===== config.mk =====
export PLATFORM = sky130hd
export DESIGN_NAME = bit_serial_alu_sequencer
export DESIGN_NICKNAME = d
export VERILOG_FILES = /design/src/rtl/bit_serial_alu_sequencer_pkg.sv /design/src/rtl/bit_serial_alu_sequencer_shift_reg.sv /design/src/rtl/bit_serial_alu_sequencer.sv
export SDC_FILE = /design/constraint.sdc
export NUM_CORES = 1
export LEC_CHECK = 0
export CORE_MARGIN = 2
export CORE_UTILIZATION = 52
export CTS_BUF_LIST = sky130_fd_sc_hd__clkbuf_16
export CTS_CLUSTER_DIAMETER = 150
export DETAILED_ROUTE_END_ITERATION = 8
export PLACE_DENSITY = 0.86
export SLEW_MARGIN = 20
export SYNTH_ARGS = -nofsm -noshare
export SYNTH_HDL_FRONTEND = slang
export SYNTH_SLANG_ARGS = --single-unit
export TNS_END_PERCENT = 50

===== constraint.sdc =====
create_clock -name clk_i -period 4.3 [get_ports clk_i]
set_clock_uncertainty 0.2 [all_clocks]
set_input_delay 0.86 -clock clk_i [delete_from_list [all_inputs] [get_ports clk_i]]
set_output_delay 0.86 -clock clk_i [all_outputs]
set_load 0.01 [all_outputs]

===== src/rtl/bit_serial_alu_sequencer_pkg.sv =====
// rtl/bit_serial_alu_sequencer_pkg.sv - shared states and function-code encodings
// Shared by the sequencer, the 1-bit ALU slice and their benches.
package bit_serial_alu_sequencer_pkg;

    typedef enum logic [1:0] {
        ST_IDLE  = 2'd0,
        ST_SHIFT = 2'd1,
        ST_DONE  = 2'd2
    } seq_state_t;

    // Function-code bit positions: F3 inverts A, F2 enables B, F1:F0 select.
    localparam int F0 = 0;
    localparam int F1 = 1;
    localparam int F2 = 2;
    localparam int F3 = 3;

    localparam logic [1:0] SEL_AND = 2'b00;
    localparam logic [1:0] SEL_OR  = 2'b01;
    localparam logic [1:0] SEL_XOR = 2'b10;
    localparam logic [1:0] SEL_ADD = 2'b11;

endpackage


===== src/rtl/bit_serial_alu_sequencer_shift_reg.sv =====
// rtl/bit_serial_alu_sequencer_shift_reg.sv - WIDTH-bit load / shift-right / serial-in register
// Parallel load wins over shift; serial input enters at the MSB.
module serial_shift_reg #(
    parameter int WIDTH = 8
) (
    input  logic             clk_i,
    input  logic             rst_i,
    input  logic             load_i,
    input  logic [WIDTH-1:0] load_data_i,
    input  logic             shift_i,
    input  logic             serial_i,
    output logic [WIDTH-1:0] data_o
);

    logic [WIDTH-1:0] data_q;
    logic [WIDTH-1:0] data_d;

    always_comb begin
        data_d = data_q;
        if (load_i) begin
            data_d = load_data_i;
        end else if (shift_i) begin
            data_d = {serial_i, data_q[WIDTH-1:1]};
        end
    end

    always_ff @(posedge clk_i) begin
        if (rst_i) begin
            data_q <= '0;
        end else begin
            data_q <= data_d;
        end
    end

    assign data_o = data_q;

endmodule


===== src/rtl/bit_serial_alu_sequencer.sv =====
// rtl/bit_serial_alu_sequencer.sv - bit-serial operand/result sequencer around a 1-bit ALU slice
// Operands stream LSB first; the slice carry is registered and fed back next cycle.
module bit_serial_alu_sequencer
    import bit_serial_alu_sequencer_pkg::*;
#(
    parameter int WIDTH = 8
) (
    input  logic             clk_i,
    input  logic             rst_i,
    input  logic             start_i,
    input  logic [3:0]       op_i,
    input  logic             cin_i,
    input  logic [WIDTH-1:0] a_i,
    input  logic [WIDTH-1:0] b_i,
    output logic             alu_a_o,
    output logic             alu_b_o,
    output logic [3:0]       alu_f_o,
    output logic             alu_carry_o,
    input  logic             alu_result_i,
    input  logic             alu_carry_i,
    output logic             busy_o,
    output logic             done_o,
    output logic [WIDTH-1:0] result_o,
    output logic             carry_o,
    output logic             zero_o
);

    localparam int CW = (WIDTH > 1) ? $clog2(WIDTH) : 1;
    localparam logic [CW-1:0] LAST_BIT = CW'(WIDTH - 1);

    seq_state_t       state_q, state_d;
    logic [CW-1:0]    cnt_q, cnt_d;
    logic             carry_q, carry_d;
    logic [3:0]       f_q, f_d;
    logic [WIDTH-1:0] result_q, result_d;
    logic             carry_out_q, carry_out_d;
    logic             zero_q, zero_d;

    logic             accept;
    logic             shifting;
    logic [WIDTH-1:0] a_q;
    logic [WIDTH-1:0] b_q;
    logic [WIDTH-1:0] res_q;
    logic [WIDTH-1:0] res_next;
    logic             unused_bits;

    assign accept   = (state_q == ST_IDLE) && start_i;
    assign shifting = (state_q == ST_SHIFT);
    // Value res_q takes at this edge; captured directly so result_o is valid with done_o.
    assign res_next = {alu_result_i, res_q[WIDTH-1:1]};

    serial_shift_reg #(.WIDTH(WIDTH)) u_a_sr (
        .clk_i       (clk_i),
        .rst_i       (rst_i),
        .load_i      (accept),
        .load_data_i (a_i),
        .shift_i     (shifting),
        .serial_i    (1'b0),
        .data_o      (a_q)
    );

    serial_shift_reg #(.WIDTH(WIDTH)) u_b_sr (
        .clk_i       (clk_i),
        .rst_i       (rst_i),
        .load_i      (accept),
        .load_data_i (b_i),
        .shift_i     (shifting),
        .serial_i    (1'b0),
        .data_o      (b_q)
    );

    serial_shift_reg #(.WIDTH(WIDTH)) u_res_sr (
        .clk_i       (clk_i),
        .rst_i       (rst_i),
        .load_i      (accept),
        .load_data_i ({WIDTH{1'b0}}),
        .shift_i     (shifting),
        .serial_i    (alu_result_i),
        .data_o      (res_q)
    );

    assign unused_bits = ^{a_q[WIDTH-1:1], b_q[WIDTH-1:1]};

    always_comb begin
        state_d     = state_q;
        cnt_d       = cnt_q;
        carry_d     = carry_q;
        f_d         = f_q;
        result_d    = result_q;
        carry_out_d = carry_out_q;
        zero_d      = zero_q;
        case (state_q)
            ST_IDLE: begin
                if (start_i) begin
                    state_d = ST_SHIFT;
                    cnt_d   = '0;
                    carry_d = cin_i;
                    f_d     = op_i;
                end
            end
            ST_SHIFT: begin
                carry_d = alu_carry_i;
                if (cnt_q == LAST_BIT) begin
                    state_d     = ST_DONE;
                    result_d    = res_next;
                    carry_out_d = alu_carry_i;
                    zero_d      = (res_next == '0);
                end else begin
                    cnt_d = cnt_q + 1'b1;
                end
            end
            ST_DONE: begin
                state_d = ST_IDLE;
            end
            default: begin
                state_d = ST_IDLE;
            end
        endcase
    end

    always_ff @(posedge clk_i) begin
        if (rst_i) begin
            state_q     <= ST_IDLE;
            cnt_q       <= '0;
            carry_q     <= 1'b0;
            f_q         <= 4'd0;
            result_q    <= '0;
            carry_out_q <= 1'b0;
            zero_q      <= 1'b0;
        end else begin
            state_q     <= state_d;
            cnt_q       <= cnt_d;
            carry_q     <= carry_d;
            f_q         <= f_d;
            result_q    <= result_d;
            carry_out_q <= carry_out_d;
            zero_q      <= zero_d;
        end
    end

    assign alu_a_o     = shifting & a_q[0];
    assign alu_b_o     = shifting & b_q[0];
    assign alu_carry_o = shifting & carry_q;
    assign alu_f_o     = f_q;
    assign busy_o      = (state_q == ST_SHIFT) || (state_q == ST_DONE);
    assign done_o      = (state_q == ST_DONE);
    assign result_o    = result_q;
    assign carry_o     = carry_out_q;
    assign zero_o      = zero_q;

endmodule


-- After elaboration in Yosys (flattened, before gate mapping)
Cells that the tools add are included.
- flip-flop bits (word level): 44
- output and inout bits: 19
- word-level logic and storage cells: 44
- input bits: 26
- equality and inequality tests: 6
- muxes and demuxes: 12
- reduce and logical (&&, ||, !) cells: 12
- bitwise operators: 3
- add/subtract/negate cells: 1
- operators with widths (cell ; number):
    $mux 8 ; 4
    $logic_not 8->1 ; 1
    $reduce_and 2->1 ; 4
    $mux 3 ; 2
    $pmux 3 s2 ; 1
    $mux 2 ; 2
    $ne 2x2->1 const B ; 2
    $pmux 2 s2 ; 1
    $reduce_bool 2->1 ; 2
    $add 3x1->3 const B ; 1
    $and 1x1->1 ; 3
    $eq 3x3->1 const B ; 1
    $reduce_and 3->1 ; 1
    $eq 2x1->1 const B ; 1
    $eq 2x2->1 const B ; 1
    $logic_not 2->1 ; 1
    $ne 2x1->1 const B ; 1
    $pmux 1 s2 ; 1
    $reduce_or 2->1 ; 1
    $logic_and 1x1->1 ; 1
    $logic_or 1x1->1 ; 1
    $mux 1 ; 1

-- Logic depth before layout (Yosys ltp)
Gate-level depths: netlist of the first run.
- depth after elaboration: 3
- depth in mapped cells: 6
- gate-level depth less buffers: 5

-- By module
Synthesis of the first run repeated with hierarchy kept, for this count alone.
- cells, all modules: 217
- area, all modules: 2030.7 sq um
- modules (own cells, without submodules) (module ; cells an instance ; area an instance (sq um) ; times used ; seq. area each (sq um)):
    serial_shift_reg ; 35 ; 369.1 ; 3 ; 160.2
    bit_serial_alu_sequencer ; 112 ; 923.4 ; 1 ; 400.4

-- Worst setup path before layout of the first run
OpenSTA, ideal clock, no wires.
- path type: reg2out
- start point: reg state_q[1]
- end point: out alu_b_o
- path buffers: 1
- data required time: 3.240 ns
- arrival: 1.013 ns
- setup slack: 2.227 ns
- stages on the path, launching flop included: 5
- cells stage by stage: dfxtp_1 > inv_1 > ha_1 > buf_2 > and2_1
- word-level cells in the longest chain between the ends: 2
- RTL lines (item ; line ; text):
    from (decl) ; bit_serial_alu_sequencer.sv:31 ; seq_state_t state_q, state_d;
    from (signal assigned) ; bit_serial_alu_sequencer.sv:131 ; state_q <= state_d;
    $eq 2x1->1 ; bit_serial_alu_sequencer.sv:48 ; assign shifting = (state_q == ST_SHIFT);
    $and 1x1->1 ; bit_serial_alu_sequencer.sv:142 ; assign alu_b_o = shifting & b_q[0];
    to (decl) ; bit_serial_alu_sequencer.sv:16 ; output logic alu_b_o,
Every way passes these cells.

-- Worst setup path in the final report of the first run
Same ends and word-level chain as after synthesis.

==> run metrics, run 1 <==
first-pass GRT wire length 6580 microns; final core utilization 71.9%; overall die width 63.9 microns; pre-CTS setup slack 1.49 ns; WS Path Type flip-flop to output pin; Worst-path clk slew 0.06 ns; fin cells 291; sequential area share after synthesis 46.1%; Final Wtd Congestion 0.825; RSZ-0062 raised after global routing no; Slew @ Worst Pin 0.634 ns; ant diodes 0; Post-Syn Instances 206; Critical Path RT 3.24 ns; Hold Path Origin result_o[3]$_SDFFE_PP0P_; final worst slack 1.20 ns; largest net degree at the start of global routing 37; H-tree Lvls 2; Layout area overhead 30.6%; pins over their slew limit 0; CP endpoint kind output pin; CTS Sinks 43; synthesized area per cell 9.06 sq um; post-synth top area cell dfxtp_1; Overall Global Routing Usage 20.5%; Worst Setup Start Kind flip-flop; Die ar. 4090 sq um; worst-path fanout max 13; Leak 0.894 nW; post-synthesis cell area 1870 sq um; IO buf count 44; reg-to-reg slack, setup 2.20 ns; initial drt markers 90; max incr delay on CP 0.58 ns; Post-DP HPWL 2500 microns; Hold Violations, Final 0; total power 0.955 mW; vias per inst 5.31; Setup TNS 0 ns; syn_nets 239; synth warn 0; nets@finish 277; root buf cell clkbuf_16; CTS tree done; clk buf depth 2; worst skew pair latency 0.28 ns; worst vdd ir 0.256 mV; crit path DAT 2.04 ns; Synth area leaders dfxtp_1 46%, mux2i_1 11%, nand2_1 6.6%, a211oi_1 5.6%, a21oi_1 4.8%; minimum clock period 3.10 ns; Placed Cells 283; core box area 3390 sq um; Routed Antenna Nets 0; ys async rst share 0%; CP Cell Sequence inv_1, ha_1, and2_1, clkdlybuf4s50_1; Max Cap Viol 0; drt first pass iters 4; wire length per cell 13.3 microns; Pwr Density 392 nW/um^2; CTS Hold Bufs 0; Hold EP result_o[3]$_SDFFE_PP0P_; drc violations 0; CTS Buf Count 5; #FFs+latches synth 43; setup violators final 0; starting density of the core 55.1%; Post-synth EDFFs 0; hold path depth 2; Rows 21; antenna violations before repair 0; Netlist cell types 32; run status completed; Main synth FF type dfxtp_1; share of layout cells above drive strength 1 6.53%; # resized after CTS 0; relative slew slack 57.8%; RR Endpoint cnt_q[1]$_SDFFE_PP0P_; Post-CTS Setup Bufs 0; Hold Path Class flip-flop to flip-flop; vias in the first global route 1,515; GRT overflow 0; period utilization 72.2%; drt total wl 3860 microns; RR Startpoint state_q[1]$_SDFFE_PP0P_; IO Count 45; top cell type's share of synthesized area 46.1%; die height 63.9 microns; fmax 322 MHz; critical path's slowest cell ha_1; most common cell after layout, fill and taps aside clkdlybuf4s50_1; total number of vias 1,546; R2R cell count 5; most frequent cells in the layout 44 x clkdlybuf4s50_1, 43 x dfxtp_1, 33 x nand2_1
[power breakdown]
group          switching [mW]  total [mW]  internal, mW
registers              0.0144       0.439         0.425
logic                  0.0875       0.170        0.0823
clock network           0.137       0.346         0.209
total                   0.239       0.955         0.716
[final cells by class]
cell class | instances | area, sq um
Tap cell | 46 | 57.6
Clock buffer | 5 | 125
Fill cell | 260 | 951
Sequential cell | 43 | 861
Clock inverter | 3 | 12.5
Multi-Input combinational cell | 146 | 923
Timing Repair Buffer | 45 | 448
Inverter | 3 | 11.3
[critical path, delay by kind of cell (launching register included)]
kind	cells	cell delay, ns
buffers and inverters	2	0.65
adders and majority gates	1	0.58
DFF	1	0.32
and+or+nand+nor	1	0.22
[cells by family (layout without fill, tap and decap cells)]
group | after synthesis | in the layout | share of synthesized area (%)
AO/OA/AOI/OAI | 42 | 42 | 15.1
flip-flops | 43 | 43 | 46.1
AND/OR/NAND/NOR | 76 | 76 | 18.2
adder cells (fa/ha/maj) | 7 | 7 | 4.69
buffers and inverters | 17 | 56 | 4.56
multiplexers | 21 | 21 | 11.3
[sequential cells by signal (all words and copies together) (netlist names)]
signal	count
u_res_sr.data_o	7
cnt_q	3
u_a_sr.data_o	8
carry_q	1
zero_o	1
alu_f_o	4
state_q	2
result_o	8
u_b_sr.data_o	8
carry_o	1
[layer usage]
| metal | vias to the layer above | share of wire, % | GRT usage, % |
|---|---|---|---|
| li1 | 791 | - | - |
| met3 | 6 | 5.1 | 4.58 |
| met2 | 38 | 47 | 34.0 |
| met4 | 0 | 1.5 | 10.6 |
| met1 | 711 | 46 | 24.9 |
| met5 | - | 0 | 0 |
[cells in the mapped netlist, types with 2 or more instances]
master,count
buf_2,5
nor4_1,2
a211oi_1,14
nand2_1,33
o41ai_1,2
nand2_2,2
buf_4,2
inv_1,3
dfxtp_1,43
nor2_1,23
ha_1,7
o311ai_1,3
and2_1,4
mux2i_1,21
a21oi_1,18
nand3_1,2
nand3b_1,3
clkbuf_1,5
[worst max path at each step]
stage               slack (ns)  depth (start not counted)  endpoint                    start
detailed placement        1.49                          4   alu_b_o  state_q[1]$_SDFFE_PP0P_
global placement          1.52                          4   alu_b_o  state_q[1]$_SDFFE_PP0P_
CTS                       1.19                          4   alu_b_o  state_q[1]$_SDFFE_PP0P_
floorplan                 2.23                          4   alu_b_o  state_q[1]$_SDFFE_PP0P_
global route              1.06                          4   alu_b_o  state_q[1]$_SDFFE_PP0P_
finish                    1.20                          4   alu_b_o  state_q[1]$_SDFFE_PP0P_
[through the flow]
stage               cell area, sq um  hold slack (ns)
floorplan                       1870            0.244
detailed placement              2300            0.250
CTS                             2440            0.258
global placement                2300            0.244
global route                    2440            0.274
finish                          2440            0.256
Note: power is estimated with default switching activity, not from simulation.
==> inputs of run 2 (changes only) <==
Settings changed: CORE_UTILIZATION 52 to 44, PLACE_DENSITY 0.86 to 0.78.
Clock period 4.3 ns to 2.6 ns, I/O delays scaled along.
==> run metrics, run 2 (synthesized netlist as in run 1, its figures left out) <==
final core utilization 61.6%; first-pass GRT wire length 6730 microns; WS Path Type flip-flop to output pin; total number of vias 1,540; Leak 0.914 nW; Setup TNS 0 ns; crit path DAT 1.67 ns; IO buf count 44; worst skew pair latency 0.28 ns; CP endpoint kind output pin; Worst-path clk slew 0.06 ns; Pwr Density 640 nW/um^2; H-tree Lvls 2; worst vdd ir 0.296 mV; Post-CTS Setup Bufs 0; vias in the first global route 1,507; Post-DP HPWL 2680 microns; drt first pass iters 4; overall die width 69.1 microns; critical path's slowest cell clkdlybuf4s50_1; final worst slack 0.210 ns; pre-CTS setup slack 0.477 ns; wire length per cell 12.9 microns; core box area 4030 sq um; Placed Area 2350 sq um; RR Startpoint state_q[1]$_SDFFE_PP0P_; max incr delay on CP 0.53 ns; CP Launch Point state_q[1]$_SDFFE_PP0P_; CTS Hold Bufs 0; root buf cell clkbuf_16; RR Endpoint cnt_q[1]$_SDFFE_PP0P_; share of layout cells above drive strength 1 7.23%; Rows 23; antenna violations before repair 0; die height 69.1 microns; CTS Buf Count 5; R2R cell count 6; CP Capture Point alu_carry_o; Die ar. 4780 sq um; Layout area overhead 33.0%; GRT overflow 0; most frequent cells in the layout 44 x clkdlybuf4s50_1, 43 x dfxtp_1, 33 x nand2_1; drt total wl 3860 microns; starting density of the core 46.3%; reg-to-reg slack, setup 0.59 ns; total power 1.59 mW; Hold Path Class flip-flop to flip-flop; CTS tree done; RSZ-0062 raised after global routing no; Post-Layout Inst Area 2480 sq um; minimum clock period 2.39 ns; most common cell after layout, fill and taps aside clkdlybuf4s50_1; run status completed; ant diodes 0; Critical Path RT 1.88 ns; fmax 418 MHz; pins over their slew limit 0; IO Count 45; Slew @ Worst Pin 0.485 ns; CP top delay family buffers and inverters; CTS Sinks 43; # resized after CTS 0; setup violators final 0; Max Cap Viol 0; nets@finish 281; drc violations 0; initial drt markers 77; Overall Global Routing Usage 17.2%; Hold Violations, Final 0; largest net degree at the start of global routing 37; clk buf depth 2; worst-path fanout max 4; Buffers & Inverters on Critical Path 2; period utilization 91.9%; CP Cell Sequence inv_1, ha_1, and2_1, clkdlybuf4s50_1; relative slew slack 67.7%; Worst Setup Start Kind flip-flop; critical path depth 4; Routed Antenna Nets 0; Filler cells 339; Final Wtd Congestion 0.722; vias per inst 5.15
==> run 2: changes by cell type in the layout (fill, tap and decap cells not counted), sizes merged <==
cell    delta
buf        +4
clkinv     +1
inv        -1
==> run 2: how the worst min path moves through the flow <==
stage / start / endpoint / slack (ns) / cells after the start
global placement: carry_o$_SDFFE_PP0P_ / carry_o$_SDFFE_PP0P_ / 0.24 / 2
CTS: result_o[4]$_SDFFE_PP0P_ / result_o[4]$_SDFFE_PP0P_ / 0.25 / 2
detailed placement: result_o[4]$_SDFFE_PP0P_ / result_o[4]$_SDFFE_PP0P_ / 0.25 / 2
global route: result_o[0]$_SDFFE_PP0P_ / result_o[0]$_SDFFE_PP0P_ / 0.27 / 2
floorplan: u_res_sr.data_o[1]$_SDFFE_PP0N_ / result_o[0]$_SDFFE_PP0P_ / 0.24 / 2
finish: result_o[4]$_SDFFE_PP0P_ / result_o[4]$_SDFFE_PP0P_ / 0.25 / 2
==> run 2: report_power, final <==
group          switching (mW)  internal [mW]
clock network           0.226          0.345
logic                   0.147          0.147
registers              0.0224          0.702
==> run 2: worst min-delay path: stages, from the launching register on <==
cell and delay, ns:
dfxtp_1 0.30, nand2_1 0.05, a21oi_1 0.05
==> run 2: routing by layer <==
layer	routed length [microns]	GRT usage (%)
met1	1880	21.0
met3	162	5.26
met5	0	0
met4	59	6.97
met2	1760	28.1
==> run 2: stage by stage <==
step | std cells | hold slack [ns]
2_1_floorplan | 206 | 0.244
6_report | 299 | 0.254
4_1_cts | 299 | 0.255
3_5_place_dp | 291 | 0.248
5_1_grt | 299 | 0.274
3_3_place_gp | 291 | 0.242
==> run 2: area by class of cell <==
cell class,count,area (sq um),area share (%)
clock buffers,5,125,5.04
clock inverters,3,11.3,0.454
inverters,3,11.3,0.454
multi-input cells,146,921,37.1
flip-flops and latches,43,861,34.7
well taps,50,62.6,2.52
repair buffers,49,490,19.8
==> inputs of run 3 (changes only) <==
==> constraint.sdc (replaced) <==
create_clock -name clk_i -period 2.6 [get_ports clk_i]
set_clock_uncertainty 0.2 [all_clocks]
set_input_delay 0.26 -clock clk_i [delete_from_list [all_inputs] [get_ports clk_i]]
set_output_delay 0.26 -clock clk_i [all_outputs]
set_load 0.01 [all_outputs]
==> run metrics, run 3 (synthesized netlist as in run 1, its figures left out) <==
run status completed; Hold Violations, Final 0; Pint 1.19 mW; overall die width 69.1 microns; starting density of the core 46.3%; CP endpoint kind output pin; Layout area overhead 32.5%; most common cell after layout, fill and taps aside clkdlybuf4s50_1; setup violators final 0; switch share 25.5%; Min Hold Slack 0.253 ns; total number of vias 1,583; Routed Antenna Nets 0; Critical Path RT 2.14 ns; IO Count 45; pre-CTS setup slack 0.653 ns; minimum clock period 2.11 ns; die height 69.1 microns; CTS Sinks 43; Clk pwr share 36.6%; CTS Hold Bufs 0; relative slew slack 66.7%; period utilization 81.1%; nets@finish 281; worst vdd ir 0.355 mV; antenna violations before repair 0; Die ar. 4780 sq um; share of layout cells above drive strength 1 7.63%; H-tree Lvls 2; Filler cells 361; Leak 0.904 nW; Max Cap Viol 0; Final Wtd Congestion 0.780; Post-CTS Setup Bufs 0; CP top delay family buffers and inverters; CTS tree done; WS Path Type flip-flop to output pin; Setup TNS 0 ns; initial drt markers 76; RSZ-0062 raised after global routing no; IO buf count 44; ant diodes 0; vias in the first global route 1,570; Buffers & Inverters on Critical Path 2; CP Cell Sequence inv_1, ha_1, and2_1, clkdlybuf4s50_1; final core utilization 61.4%; Placed Area 2330 sq um; drc violations 0; Combinational Power Share 18.0%; Hold Path Class flip-flop to flip-flop; Slew @ Worst Pin 0.498 ns; Worst Setup Start Kind flip-flop; root buf cell clkbuf_16; most frequent cells in the layout 44 x clkdlybuf4s50_1, 43 x dfxtp_1, 33 x nand2_1; vias per inst 5.29; # resized after CTS 0; wire length per cell 13.3 microns; Rows 23; GRT overflow 0; max incr delay on CP 0.54 ns; Worst-path clk slew 0.06 ns; fmax 474 MHz; core box area 4030 sq um; first-pass GRT wire length 7010 microns; clk buf depth 2; Pwr Density 647 nW/um^2; largest net degree at the start of global routing 28; Reg area 861 sq um; Psw 0.409 mW; drt total wl 3980 microns; worst-path fanout max 4; worst skew pair latency 0.28 ns; critical path's slowest cell clkdlybuf4s50_1; Post-Layout Inst Area 2470 sq um; pins over their slew limit 0; Post-DP HPWL 2810 microns; final worst slack 0.492 ns; area occupied by multi-input gates 921 sq um; Flop pwr share 45.4%; drt first pass iters 4; crit path DAT 1.65 ns; Overall Global Routing Usage 17.8%; CTS Buf Count 5
run 3: changes by cell type in the layout (fill, tap and decap cells not counted), sizes merged:
cell	change
inv	-1
clkinvlp	+1
run 3: worst reg2reg max path, stage by stage (launching register included):
cell	delay, ns
dfxtp_1	0.37
inv_1	0.10
ha_1	0.28
nand2_2	0.41
buf_4	0.27
nor2_1	0.05
a211oi_1	0.20
run 3: power groups by stage:
stage	sequential, mW	combinational, mW	clock (mW)
2_1_floorplan	0.735	0.197	0
3_3_place_gp	0.740	0.282	0
3_5_place_dp	0.740	0.286	0
4_1_cts	0.727	0.289	0.600
5_1_grt	0.732	0.317	0.630
6_report	0.727	0.288	0.587
run 3: worst paths after layout:
| check | to | cells past startpoint | slack (ns) | from |
|---|---|---|---|---|
| max | alu_b_o | 4 | 0.49 | state_q[1]$_SDFFE_PP0P_ |
| min | zero_o$_SDFFE_PP0P_ | 2 | 0.25 | zero_o$_SDFFE_PP0P_ |
| max reg2reg | u_b_sr.data_o[4]$_SDFFE_PP0P_ | 6 | 0.65 | state_q[0]$_SDFFE_PP0P_ |
| min reg2reg | zero_o$_SDFFE_PP0P_ | 2 | 0.25 | zero_o$_SDFFE_PP0P_ |
run 3: per-layer routing:
metal  vias to the layer above  wire [microns]  GRT usage (%)
met5                         -               0              0
met4                         0              78           6.75
met3                         8             198           5.99
met2                        39            1870           28.5
met1                       738            1840           22.1
li1                        798               -              -
run 3: stage by stage:
stage               cells  power, mW
detailed placement    291       1.03
CTS                   299       1.62
global route          299       1.68
floorplan             206      0.933
global placement      291       1.02
finish                299       1.60
run 3: cell type report:
type / count / area share (%)
timing repair buffer: 49 / 19.3
multi-input combinational: 146 / 37.2
inverter: 3 / 0.455
tap: 50 / 2.53
sequential: 43 / 34.8
clock buffer: 5 / 5.06
clock inverter: 3 / 0.607
